===== src/rtl/fir_sched_pkg.sv =====
// fir_sched_pkg: shared state encoding, DAC width and saturating counter helper for the sample scheduler.
package fir_sched_pkg;
  localparam int DAC_W = 8;
  typedef enum logic [2:0] {
    IDLE     = 3'd0,
    CAPTURE  = 3'd1,
    LOAD     = 3'd2,
    FIR_WAIT = 3'd3,
    DAC_REQ  = 3'd4
  } state_t;
  function automatic logic [15:0] sat_inc16(input logic [15:0] v);
    return (v == 16'hFFFF) ? v : v + 16'd1;
  endfunction
endpackage


===== src/rtl/sat_scale.sv =====
// sat_scale: arithmetic shift of a signed accumulator, saturate to 8 bits signed, convert to offset binary.
module sat_scale
  import fir_sched_pkg::*;
#(
  parameter int ACC_W = 21,
  parameter int SHIFT = 10
) (
  input  logic signed [ACC_W-1:0] i_acc,
  output logic [DAC_W-1:0]        o_dac
);
  localparam logic signed [ACC_W-1:0] MAX_V = 127;
  localparam logic signed [ACC_W-1:0] MIN_V = -128;
  logic signed [ACC_W-1:0] w_s;
  assign w_s = i_acc >>> SHIFT;
  always_comb o_dac = (w_s > MAX_V) ? 8'hFF : (w_s < MIN_V) ? 8'h00 : {~w_s[7], w_s[6:0]};
endmodule


===== src/rtl/fir_sample_scheduler.sv =====
// fir_sample_scheduler: sequences one ADC->FIR->DAC sample transaction per sample period.
// Define FIR_BYPASS_EN to add a bypass input that routes the ADC sample straight to the DAC.
module fir_sample_scheduler
  import fir_sched_pkg::*;
#(
  parameter int SAMPLE_DIV  = 100,
  parameter int ACC_W       = 21,
  parameter int SHIFT       = 10,
  parameter int FIR_TIMEOUT = 64
) (
  input  logic                    clk_100MHz,
  input  logic                    rst_n,
  input  logic                    enable,
`ifdef FIR_BYPASS_EN
  input  logic                    bypass,
`endif
  input  logic [7:0]              adc_data,
  output logic                    adc_en,
  output logic [7:0]              fir_in_data,
  output logic                    fir_in_valid,
  input  logic signed [ACC_W-1:0] fir_out_data,
  input  logic                    fir_out_valid,
  output logic [DAC_W-1:0]        dac_data,
  output logic                    dac_req,
  input  logic                    dac_ack,
  output logic                    busy,
  output logic [15:0]             overrun_cnt,
  output logic [15:0]             timeout_cnt
);
  state_t           r_state;
  logic [15:0]      r_cnt;
  logic [15:0]      r_wait;
  logic [7:0]       r_fir_in_data;
  logic [DAC_W-1:0] r_dac_data;
  logic [15:0]      r_overrun;
  logic [15:0]      r_timeout;
  logic             w_tick;
  logic             w_bypass;
  logic [DAC_W-1:0] w_scaled;
`ifdef FIR_BYPASS_EN
  assign w_bypass = bypass;
`else
  assign w_bypass = 1'b0;
`endif
  assign w_tick       = enable && (r_cnt == 16'(SAMPLE_DIV - 1));
  assign adc_en       = r_state == CAPTURE;
  assign fir_in_valid = (r_state == LOAD) && !w_bypass;
  assign dac_req      = r_state == DAC_REQ;
  assign busy         = r_state != IDLE;
  assign fir_in_data  = r_fir_in_data;
  assign dac_data     = r_dac_data;
  assign overrun_cnt  = r_overrun;
  assign timeout_cnt  = r_timeout;
  sat_scale #(.ACC_W(ACC_W), .SHIFT(SHIFT)) u_sat_scale (
    .i_acc(fir_out_data),
    .o_dac(w_scaled)
  );
  always_ff @(posedge clk_100MHz) begin
    if (!rst_n) begin
      r_state       <= IDLE;
      r_cnt         <= '0;
      r_wait        <= '0;
      r_fir_in_data <= '0;
      r_dac_data    <= '0;
      r_overrun     <= '0;
      r_timeout     <= '0;
    end else begin
      r_cnt <= (!enable || w_tick) ? '0 : r_cnt + 16'd1;
      // a tick outside IDLE is dropped, never queued
      if (w_tick && r_state != IDLE) r_overrun <= sat_inc16(r_overrun);
      case (r_state)
        IDLE: if (w_tick) r_state <= CAPTURE;
        CAPTURE: begin
          r_fir_in_data <= {~adc_data[7], adc_data[6:0]};
          r_state       <= LOAD;
        end
        LOAD: begin
          r_wait <= '0;
          if (w_bypass) begin
            r_dac_data <= adc_data;
            r_state    <= DAC_REQ;
          end else r_state <= FIR_WAIT;
        end
        FIR_WAIT:
          if (fir_out_valid) begin
            r_dac_data <= w_scaled;
            r_state    <= DAC_REQ;
          end else if (r_wait == 16'(FIR_TIMEOUT - 1)) begin
            r_timeout <= sat_inc16(r_timeout);
            r_state   <= IDLE;
          end else r_wait <= r_wait + 16'd1;
        DAC_REQ: if (dac_ack) r_state <= IDLE;
        default: r_state <= IDLE;
      endcase
    end
  end
endmodule


===== config.mk =====
export PLATFORM = sky130hd
export DESIGN_NAME = fir_sample_scheduler
export DESIGN_NICKNAME = d
export VERILOG_FILES = /design/src/rtl/fir_sched_pkg.sv /design/src/rtl/sat_scale.sv /design/src/rtl/fir_sample_scheduler.sv
export SDC_FILE = /design/constraint.sdc
export NUM_CORES = 1
export LEC_CHECK = 0
export ABC_AREA = 1
export CORE_ASPECT_RATIO = 0.9
export CORE_MARGIN = 2
export CORE_UTILIZATION = 50
export DETAILED_ROUTE_END_ITERATION = 10
export PLACE_DENSITY = 0.77
export SETUP_SLACK_MARGIN = 0.05
export SLEW_MARGIN = 20
export SYNTH_ARGS = -nofsm -noshare
export SYNTH_HDL_FRONTEND = slang
export SYNTH_SLANG_ARGS = --single-unit

===== constraint.sdc =====
create_clock -name clk_100MHz -period 1.9 [get_ports clk_100MHz]
set_input_delay 0.285 -clock clk_100MHz [delete_from_list [all_inputs] [get_ports clk_100MHz]]
set_output_delay 0.285 -clock clk_100MHz [all_outputs]
set_load 0.005 [all_outputs]

==> results.md, run 1 <==
* Vias per cell at 5.14
* Final count of hold timing violations at 0
* Mapped Avg Cell Area at approximately 6.5 sq um
* Final ANT Viol Nets at 0
* Largest net degree at the start of global routing at 24
* Netlist cell types at 32
* Num rows at 33
* FMAX at 564 MHz
* EDFF count, synth at 0
* Die Ht at approximately 95 um
* CTS tree: built
* Startpoint Class: flop
* Post-Layout Inst Area at 5860 sq um
* Clk pwr share at 38.3%
* CTS sink cnt at 83
* Global routing's busiest layer: met2
* Tmin final at 1.77 ns
* Clk_lat worst skew at 0.36 ns
* Crit Path Class: flop to output pin
* GR Util met3 at under 10%
* Layout Area Growth over Synthesis at 28.1%
* Status: finished, final reports clean
* FF+latch count, synth at between 80 and 90
* Cell accounting for the most synthesized area: dfxtp_1
* Synth top cells by count: 177 x nand2_1, 118 x nor2_1, 83 x dfxtp_1
* I/O Pins at 86
* Core Area at 9000 sq um
* Clock buffer depth at 2
* Syn Nets at between 700 and 800
* Max-cap violations at 0
* Logic gate share of total power at 11.5%
* Final setup violation count at 0
* Power Dens Cells at between 600 and 700 nW/um^2
* N_diodes at 0
* Initial antenna violation count at 0
* Total track usage at 23.9%
* Placed inst area at 5560 sq um
* WP data arrival at 1.49 ns
* Ys flop type: dfxtp_1
* Grt ovf at 0
* Synth top area share at 36.3%
* Cell count after synthesis at 704
* Dominant cells by area after synthesis: dfxtp_1 36%, nand2_1 15%, nor2_1 9.7%
* Final Cycle Share at 93.3%
* # port buffers at 75
* Met2 track demand over resource at around 42%
* Drt wl/cell at 12.6 um
* Vias at 4760
* Seq/Total Area, Yosys at a little over a third
* Layout cells sized above 1 at between 10% and 20%
* Async S/R FF share, synth at 0%
* Routed Wire Length at 11.6 mm
* Post-DP HPWL at 8.60 mm
* Leak at 2.26 nW
* Total Nets Final at 837
* Worst-path clk slew at 0.08 ns
* Detailed Route Iter0 Violations at roughly 280
* Routability congestion estimate from global placement at 0.888
* Switching pwr at roughly 0.92 mW
* Die area at between 9000 and 10000 sq um
* Die width at 105 um
* Count leader, synth: nand2_1
* Clock buffer count from CTS at 9
* Worst vdd rail ir drop at roughly 0.00041 V
* Kind of end point of the critical path: output pin
* P_int at 2.72 mW
* DRC at 0
* Clock Skew at 0.0105 ns
* Root cell of the clock tree: clkbuf_8
* Hold-fix buffers, CTS at 0
* Vias in the first global route at 4362
* Seq pwr share at 50.2%
* Switching Share at 25.2%
* Slew headroom at 73.1%
* Setup TNS at 0 ns
* Area of the mapped netlist at 4580 sq um
* Worst path required time at 1.62 ns
* Hold crit path type: flop to flop
* First-pass GRT wire length at roughly 19 mm
* DRT Pass-1 Iters at 5
* Initial Utilization at 50.8%
* Ys Warns at 0
* Crit path max fanout at 4
* Max-slew violation count at 0
* Met1 global-route usage at 28.7%
* Worst slew pin tran at 0.401 ns
* H-tree depth at 3
* # fillers at 837
* Unrepaired setup endpoints after global routing: false
==> stage by stage <==
stage	hold WS (ns)	power [mW]	util, %	setup slack, ns	std cells
finish	0.455	3.64	65.1	0.128	926
CTS	0.457	3.67	64.3	0.00193	922
detailed placement	0.439	2.27	61.7	0.166	906
global placement	0.429	2.25	61.7	0.209	906
floorplan	0.374	2.07	-	0.272	704
global route	0.487	3.79	65.1	0.0505	926
==> routing by layer <==
metal / wire (um) / vias to the layer above / share of wire (%)
met1: 5050 / 2133 / 43
met5: 0 / - / 0
met2: 5470 / 174 / 47
met4: 295 / 0 / 2.5
li1: - / 2429 / -
met3: 801 / 24 / 6.9
==> area by class of cell <==
class / instances / area (sq um) / area share [%]
Inverter: 78 / 295 / 5.04
Clock buffer: 10 / 128 / 2.18
Timing Repair Buffer: 103 / 975 / 16.6
Sequential cell: 83 / 1670 / 28.4
Clock inverter: 6 / 90.1 / 1.54
Tap cell: 122 / 153 / 2.60
Multi-Input combinational cell: 524 / 2550 / 43.6
==> cells by family after synthesis <==
logic type | Yosys count | share of synthesized area, %
adders and majority gates | 4 | 1.09
DFF | 83 | 36.3
AOI/OAI and AO/OA | 86 | 9.79
xor gates and xnor gates | 25 | 4.79
buffers and inverters | 97 | 8.91
and+or+nand+nor | 409 | 39.1
==> state kept, by name (all words and copies together) (netlist names) <==
name / flops
overrun_cnt: 16
r_wait: 16
dac_data: 8
r_state: 3
r_cnt: 16
fir_in_data: 8
timeout_cnt: 16
==> critical path, stage by stage (launching register included) <==
cell and delay (ns):
dfxtp_4 0.39, nand2_2 0.12, nor2_4 0.12, clkdlybuf4s50_1 0.50
==> cell usage in the layout (no fill, tap or decap), types with 3 or more instances in the layout <==
cell type,Yosys,routed
nand4_1,19,19
nand2_2,4,5
clkbuf_8,0,9
buf_4,3,27
ha_1,4,3
dfxtp_1,83,80
o21ai_0,20,20
a21oi_2,4,4
nor2_2,3,4
xnor2_1,9,9
nand3_1,58,58
xor2_1,16,16
nor2_1,118,115
inv_2,13,12
nor2_4,5,7
a21oi_1,52,52
inv_1,61,61
clkinv_1,4,4
clkdlybuf4s50_1,0,73
nand2_1,177,176
o21ai_1,9,9
nor3_1,13,11
==> worst paths after layout <==
| path | startpoint | slack, ns | to | depth (start not counted) |
|---|---|---|---|---|
| setup reg to reg | timeout_cnt[0]$_SDFFE_PN0P_ | 0.18 | timeout_cnt[1]$_SDFFE_PN0P_ | 10 |
| setup / recovery | r_state[1]$_SDFFE_PN0P_ | 0.13 | fir_in_valid | 3 |
| hold / removal | r_cnt[0]$_SDFF_PP0_ | 0.45 | r_cnt[0]$_SDFF_PP0_ | 1 |
| hold reg to reg | r_cnt[0]$_SDFF_PP0_ | 0.45 | r_cnt[0]$_SDFF_PP0_ | 1 |
==> power by group through the flow <==
| stage | Sequential [mW] | Clock (mW) | Combinational, mW |
|---|---|---|---|
| floorplan | 1.86 | 0 | 0.218 |
| global placement | 1.86 | 0 | 0.397 |
| detailed placement | 1.86 | 0 | 0.408 |
| CTS | 1.82 | 1.43 | 0.416 |
| global route | 1.83 | 1.49 | 0.464 |
| finish | 1.83 | 1.39 | 0.418 |
==> timing repair <==
action / 4_1_cts / 5_1_grt
cloned: 0 / 0
pin swaps: 0 / 2
setup endpoints to repair: 3 / 33
gates resized for setup: 7 / 11
setup buffers: 0 / 4
Power figures use the tool's default switching activity.
==> run 2, diff against run 1 <==
CORE_MARGIN = 4   (was 2)
CTS_CLUSTER_SIZE = 16   (was default)
==> results.md, run 2 (synthesis gave the netlist of run 1 again) <==
* Worst-path clk slew at 0.09 ns (about the same)
* Vias at 4694 (-1.4%)
* Crit path max fanout at 16 (+12)
* Routed Wire Length at 11.3 mm (-2.5%)
* Routability congestion estimate from global placement at 0.919 (+3.5%)
* Vias per cell at 5.11 (-0.64%)
* Final ANT Viol Nets at 0 (unchanged)
* Non-Filler Instances at 919 (-0.76%)
* Hold path start: dac_data[0]$_SDFFE_PN0P_
* WP data arrival at 2.04 ns (+0.55 ns)
* Startpoint Class: flop
* Num rows at 32 (-3.0%)
* Placed cells at 902 (-0.44%)
* Reg2Reg Setup Slack at 0.14 ns (-0.04 ns)
* Die width at 109 um (+3.8%)
* Max-cap violations at 0 (unchanged)
* Crit Path Class: flop to flop
* Drt wl/cell at 12.3 um (-1.8%)
* Worst slew pin tran at 0.415 ns (+0.0144 ns)
* Vias in the first global route at 4398 (+0.83%)
* H-tree depth at 3 (unchanged)
* CTS sink cnt at 83 (unchanged)
* Crit path launch: overrun_cnt[1]$_SDFFE_PN0P_
* Clock buffer count from CTS at 9 (unchanged)
* Clock Skew at 0.0120 ns (+0.00153 ns)
* Initial Utilization at 52.4% (+1.6 points)
* Worst Setup EP: overrun_cnt[13]$_SDFFE_PN0P_
* Status: finished, final reports clean
* Max-slew violation count at 0 (unchanged)
* Initial antenna violation count at 0 (unchanged)
* Total track usage at 21.6% (-2.3 points)
* Largest net degree at the start of global routing at 45 (+88%)
* Core Area at 8730 sq um (-3.0%)
* Clk_lat worst skew at 0.35 ns (about the same)
* Leak at 2.25 nW (-0.19%)
* DRT Pass-1 Iters at 4 (-1)
* Worst vdd rail ir drop at 0.000448 V (+8.8%)
* R2R Path End: overrun_cnt[13]$_SDFFE_PN0P_
* Setup TNS at 0 ns (unchanged)
* Kind of end point of the critical path: flop
* Most common cell after layout, fill and taps aside: nand2_1
* Grt ovf at 0 (unchanged)
* Hold crit path type: flop to flop
* Tmin final at 1.76 ns (-0.0112 ns)
* Worst Reg2Reg Path Length in Cells at 7 (-3)
* # port buffers at 75 (unchanged)
* Unrepaired setup endpoints after global routing: true
* CTS tree: built
* Clk pwr share at 35.9% (-2.4 points)
* I/O Pins at 86 (unchanged)
* Switching Share at 25.8% (+0.59 points)
* Clock buffer depth at 2 (unchanged)
* Slack of the critical path at 0.139 ns (+0.0112 ns)
* Post-layout util at 66.3% (+1.1 points)
* N_diodes at 0 (unchanged)
* Post-DP HPWL at 8.27 mm (-3.8%)
* Final count of hold timing violations at 0 (unchanged)
* Root cell of the clock tree: clkbuf_8
* Switching pwr at 0.896 mW (-2.1%)
* DRC at 0 (unchanged)
* Layout cells sized above 1 at 9.88% (-0.95 points)
* Final Cycle Share at 92.7% (-0.59 points)
* Worst path required time at 2.18 ns (+0.56 ns)
* DP Worst Slack at 0.0510 ns (-0.115 ns)
* Total Nets Final at 834 (-0.36%)
* Logic gate share of total power at 11.7% (+0.2 points)
* First-pass GRT wire length at 19.3 mm (-0.28%)
* Final setup violation count at 0 (unchanged)
* P_int at 2.58 mW (-5.1%)
* Worst r2r src: overrun_cnt[1]$_SDFFE_PN0P_
* Seq pwr share at 52.4% (+2.2 points)
* Detailed Route Iter0 Violations at 228 (-19%)
* Die Ht at 98.8 um (+4.2%)
* Power Dens Cells at 601 nW/um^2 (-3.1%)
* FMAX at 568 MHz (+0.64%)
* Slew headroom at 72.1% (-0.97 points)
* Most frequent cells in the layout: 177 x nand2_1, 117 x nor2_1, 80 x dfxtp_1
* Layout Area Growth over Synthesis at 26.4%
* Die area at 10700 sq um (+8.2%)
run 2: per-layer routing:
| metal | wire length, um | up-vias | global-route usage (%) |
|---|---|---|---|
| li1 | - | 2427 | - |
| met1 | 5150 | 2123 | 27.6 |
| met2 | 5200 | 130 | 35.3 |
| met3 | 841 | 14 | 6.29 |
| met4 | 142 | 0 | 6.12 |
| met5 | 0 | - | 0 |
run 2: worst max-delay path: stages, from the launching register on:
cell	delay (ns)
dfxtp_1	0.41
ha_1	0.23
nand2_1	0.16
nor2_4	0.18
nand3_4	0.20
nand2_4	0.25
nand2_1	0.11
a21oi_2	0.14
run 2: per-stage QoR:
| step | power, mW | instance area, sq um | hold slack [ns] |
|---|---|---|---|
| 3_3_place_gp | 2.25 | 5550 | 0.431 |
| 5_1_grt | 3.63 | 5780 | 0.498 |
| 3_5_place_dp | 2.27 | 5550 | 0.445 |
| 4_1_cts | 3.52 | 5740 | 0.470 |
| 2_1_floorplan | 2.07 | 4580 | 0.374 |
| 6_report | 3.48 | 5780 | 0.468 |
run 2: how the worst min path moves through the flow:
stage | to | cells past startpoint | slack (ns)
4_1_cts | dac_data[0]$_SDFFE_PN0P_ | 2 | 0.47
6_report | dac_data[0]$_SDFFE_PN0P_ | 2 | 0.47
3_3_place_gp | r_cnt[0]$_SDFF_PP0_ | 1 | 0.43
3_5_place_dp | r_cnt[0]$_SDFF_PP0_ | 1 | 0.44
2_1_floorplan | fir_in_data[7]$_SDFFE_PN0P_ | 1 | 0.37
5_1_grt | dac_data[1]$_SDFFE_PN0P_ | 2 | 0.50
run 2: power groups by stage:
stage | sequential (mW) | combinational [mW] | clock (mW)
global placement | 1.86 | 0.397 | 0
finish | 1.82 | 0.406 | 1.25
floorplan | 1.86 | 0.218 | 0
detailed placement | 1.86 | 0.406 | 0
global route | 1.83 | 0.459 | 1.34
CTS | 1.82 | 0.410 | 1.29
run 2: layout make-up:
cell class,instances,area (sq um)
Sequential cell,83,1670
Multi-Input combinational cell,524,2530
Clock inverter,4,52.6
Tap cell,119,149
Fill cell,843,2950
Clock buffer,11,131
Inverter,78,293
Timing Repair Buffer,100,957
run 2: what timing repair did:
action                                  4_1_cts  5_1_grt
gates cloned                                  0        0
resized for setup                             4        9
pin swaps                                     1        3
buffers inserted                              0        2
hold buffers                                  0        0
endpoints found under the setup margin        2       38
==> run 3, diff against run 2 <==
TNS_END_PERCENT = 30   (was default)
==> results.md, run 3 (synthesis gave the netlist of run 1 again) <==
* Die width at 109 um (unchanged)
* Seq pwr share at 52.5% (about the same)
* Grt ovf at 0 (unchanged)
* Switching pwr at 0.893 mW (-0.28%)
* Max-cap violations at 0 (unchanged)
* Status: finished, final reports clean
* N_diodes at 0 (unchanged)
* Logic gate share of total power at 11.6% (about the same)
* Num rows at 32 (unchanged)
* Worst r2r src: overrun_cnt[1]$_SDFFE_PN0P_
* Reg2Reg Setup Slack at 0.15 ns (about the same)
* Leak at 2.24 nW (-0.37%)
* Total Nets Final at 833 (-0.12%)
* Power Dens Cells at 601 nW/um^2 (about the same)
* Layout Area Growth over Synthesis at 26.3% (about the same)
* I/O Pins at 86 (unchanged)
* Most frequent cells in the layout: 177 x nand2_1, 117 x nor2_1, 80 x dfxtp_1
* Vias per cell at 5.13 (+0.43%)
* CTS tree: built
* Worst Setup EP: overrun_cnt[13]$_SDFFE_PN0P_
* Tmin final at 1.75 ns (-0.00853 ns)
* Post-layout util at 66.2% (about the same)
* Hold-fix buffers, CTS at 0 (unchanged)
* Vias at 4709 (+0.32%)
* Non-Filler Instances at 918 (-0.11%)
* Hold crit path type: flop to flop
* Worst path required time at 2.18 ns (about the same)
* Total chip power at 3.47 mW (about the same)
* Initial antenna violation count at 0 (unchanged)
* Clk pwr share at 35.9% (about the same)
* First-pass GRT wire length at 19.3 mm (unchanged)
* # port buffers at 75 (unchanged)
* Core Area at 8730 sq um (unchanged)
* Crit Path Class: flop to flop
* Crit path launch: overrun_cnt[1]$_SDFFE_PN0P_
* Clk_lat worst skew at 0.35 ns (about the same)
* Placed cells at 902 (unchanged)
* Startpoint Class: flop
* Detailed Route Iter0 Violations at 205 (-10%)
* Die Ht at 98.8 um (unchanged)
* CTS sink cnt at 83 (unchanged)
* Clock Skew at 0.0113 ns (-0.000711 ns)
* Final ANT Viol Nets at 0 (unchanged)
* Clock buffer count from CTS at 9 (unchanged)
* DRT Pass-1 Iters at 5 (+1)
* Root cell of the clock tree: clkbuf_8
* Final setup violation count at 0 (unchanged)
* Slew headroom at 70.7% (-1.4 points)
* R2R Path End: overrun_cnt[13]$_SDFFE_PN0P_
* Clock buffer depth at 2 (unchanged)
* Final count of hold timing violations at 0 (unchanged)
* Worst slew pin tran at 0.437 ns (+0.0215 ns)
* FMAX at 571 MHz (+0.49%)
* Crit path max fanout at 16 (unchanged)
* Total track usage at 21.6% (unchanged)
* Most common cell after layout, fill and taps aside: nand2_1
* H-tree depth at 3 (unchanged)
* Final Cycle Share at 92.2% (-0.45 points)
* WP data arrival at 2.03 ns (about the same)
* Unrepaired setup endpoints after global routing: true
* Post-DP HPWL at 8.27 mm (unchanged)
* Drt wl/cell at 12.3 um (-0.15%)
* Max-slew violation count at 0 (unchanged)
* Worst vdd rail ir drop at 0.000448 V (about the same)
* Setup TNS at 0 ns (unchanged)
* Kind of end point of the critical path: flop
* DRC at 0 (unchanged)
* Vias in the first global route at 4398 (unchanged)
* Worst Reg2Reg Path Length in Cells at 7 (unchanged)
* Initial Utilization at 52.4% (unchanged)
* P_int at 2.58 mW (about the same)
* Die area at 10700 sq um (unchanged)
* Largest net degree at the start of global routing at 45 (unchanged)
* Routability congestion estimate from global placement at 0.919 (unchanged)
* Worst-path clk slew at 0.09 ns (about the same)
* Routed Wire Length at 11.3 mm (-0.26%)
* Switching Share at 25.7% (-0.049 points)
* Layout cells sized above 1 at 9.89% (+0.012 points)
-- run 3: cell type report --
cell class	instances	area [sq um]
inverters	78	293
repair buffers	99	950
multi-input cells	524	2540
flip-flops and latches	83	1670
fillers	842	2950
well taps	119	149
clock inverters	4	52.6
clock buffers	11	131
-- run 3: per-stage QoR --
stage,hold WS (ns),setup slack [ns],area [sq um]
2_1_floorplan,0.374,0.272,4580
3_3_place_gp,0.431,0.137,5550
3_5_place_dp,0.445,0.0510,5550
4_1_cts,0.470,0.000297,5740
5_1_grt,0.498,0.0386,5780
6_report,0.468,0.148,5780
-- run 3: worst max-delay path, stage by stage (launching register included) --
cell and delay [ns]:
dfxtp_1 0.41, ha_1 0.22, nand2_1 0.16, nor2_4 0.18, nand3_4 0.20, nand2_4 0.25, nand2_1 0.11, a21oi_2 0.14
-- run 3: repair_timing --
action,CTS,global route
setup endpoints to repair,2,38
resized for setup,4,10
setup buffers,0,1
pin swaps,1,3
-- run 3: how the worst min path moves through the flow --
stage | start | to | slack, ns | cells past startpoint
CTS | dac_data[0]$_SDFFE_PN0P_ | dac_data[0]$_SDFFE_PN0P_ | 0.47 | 2
global route | dac_data[1]$_SDFFE_PN0P_ | dac_data[1]$_SDFFE_PN0P_ | 0.50 | 2
finish | dac_data[0]$_SDFFE_PN0P_ | dac_data[0]$_SDFFE_PN0P_ | 0.47 | 2
floorplan | adc_data[7] | fir_in_data[7]$_SDFFE_PN0P_ | 0.37 | 1
detailed placement | r_cnt[0]$_SDFF_PP0_ | r_cnt[0]$_SDFF_PP0_ | 0.44 | 1
global placement | r_cnt[0]$_SDFF_PP0_ | r_cnt[0]$_SDFF_PP0_ | 0.43 | 1
-- run 3: power groups by stage --
stage	registers, mW	clock network [mW]	logic [mW]
floorplan	1.86	0	0.218
global placement	1.86	0	0.397
detailed placement	1.86	0	0.406
CTS	1.82	1.29	0.410
global route	1.83	1.34	0.458
finish	1.82	1.25	0.404
-- run 3: routing by layer --
| metal | track usage, % | part of all wire (%) |
|---|---|---|
| met3 | 6.29 | 7.8 |
| met4 | 6.12 | 1.3 |
| met1 | 27.6 | 45 |
| met2 | 35.3 | 46 |
| met5 | 0 | 0 |
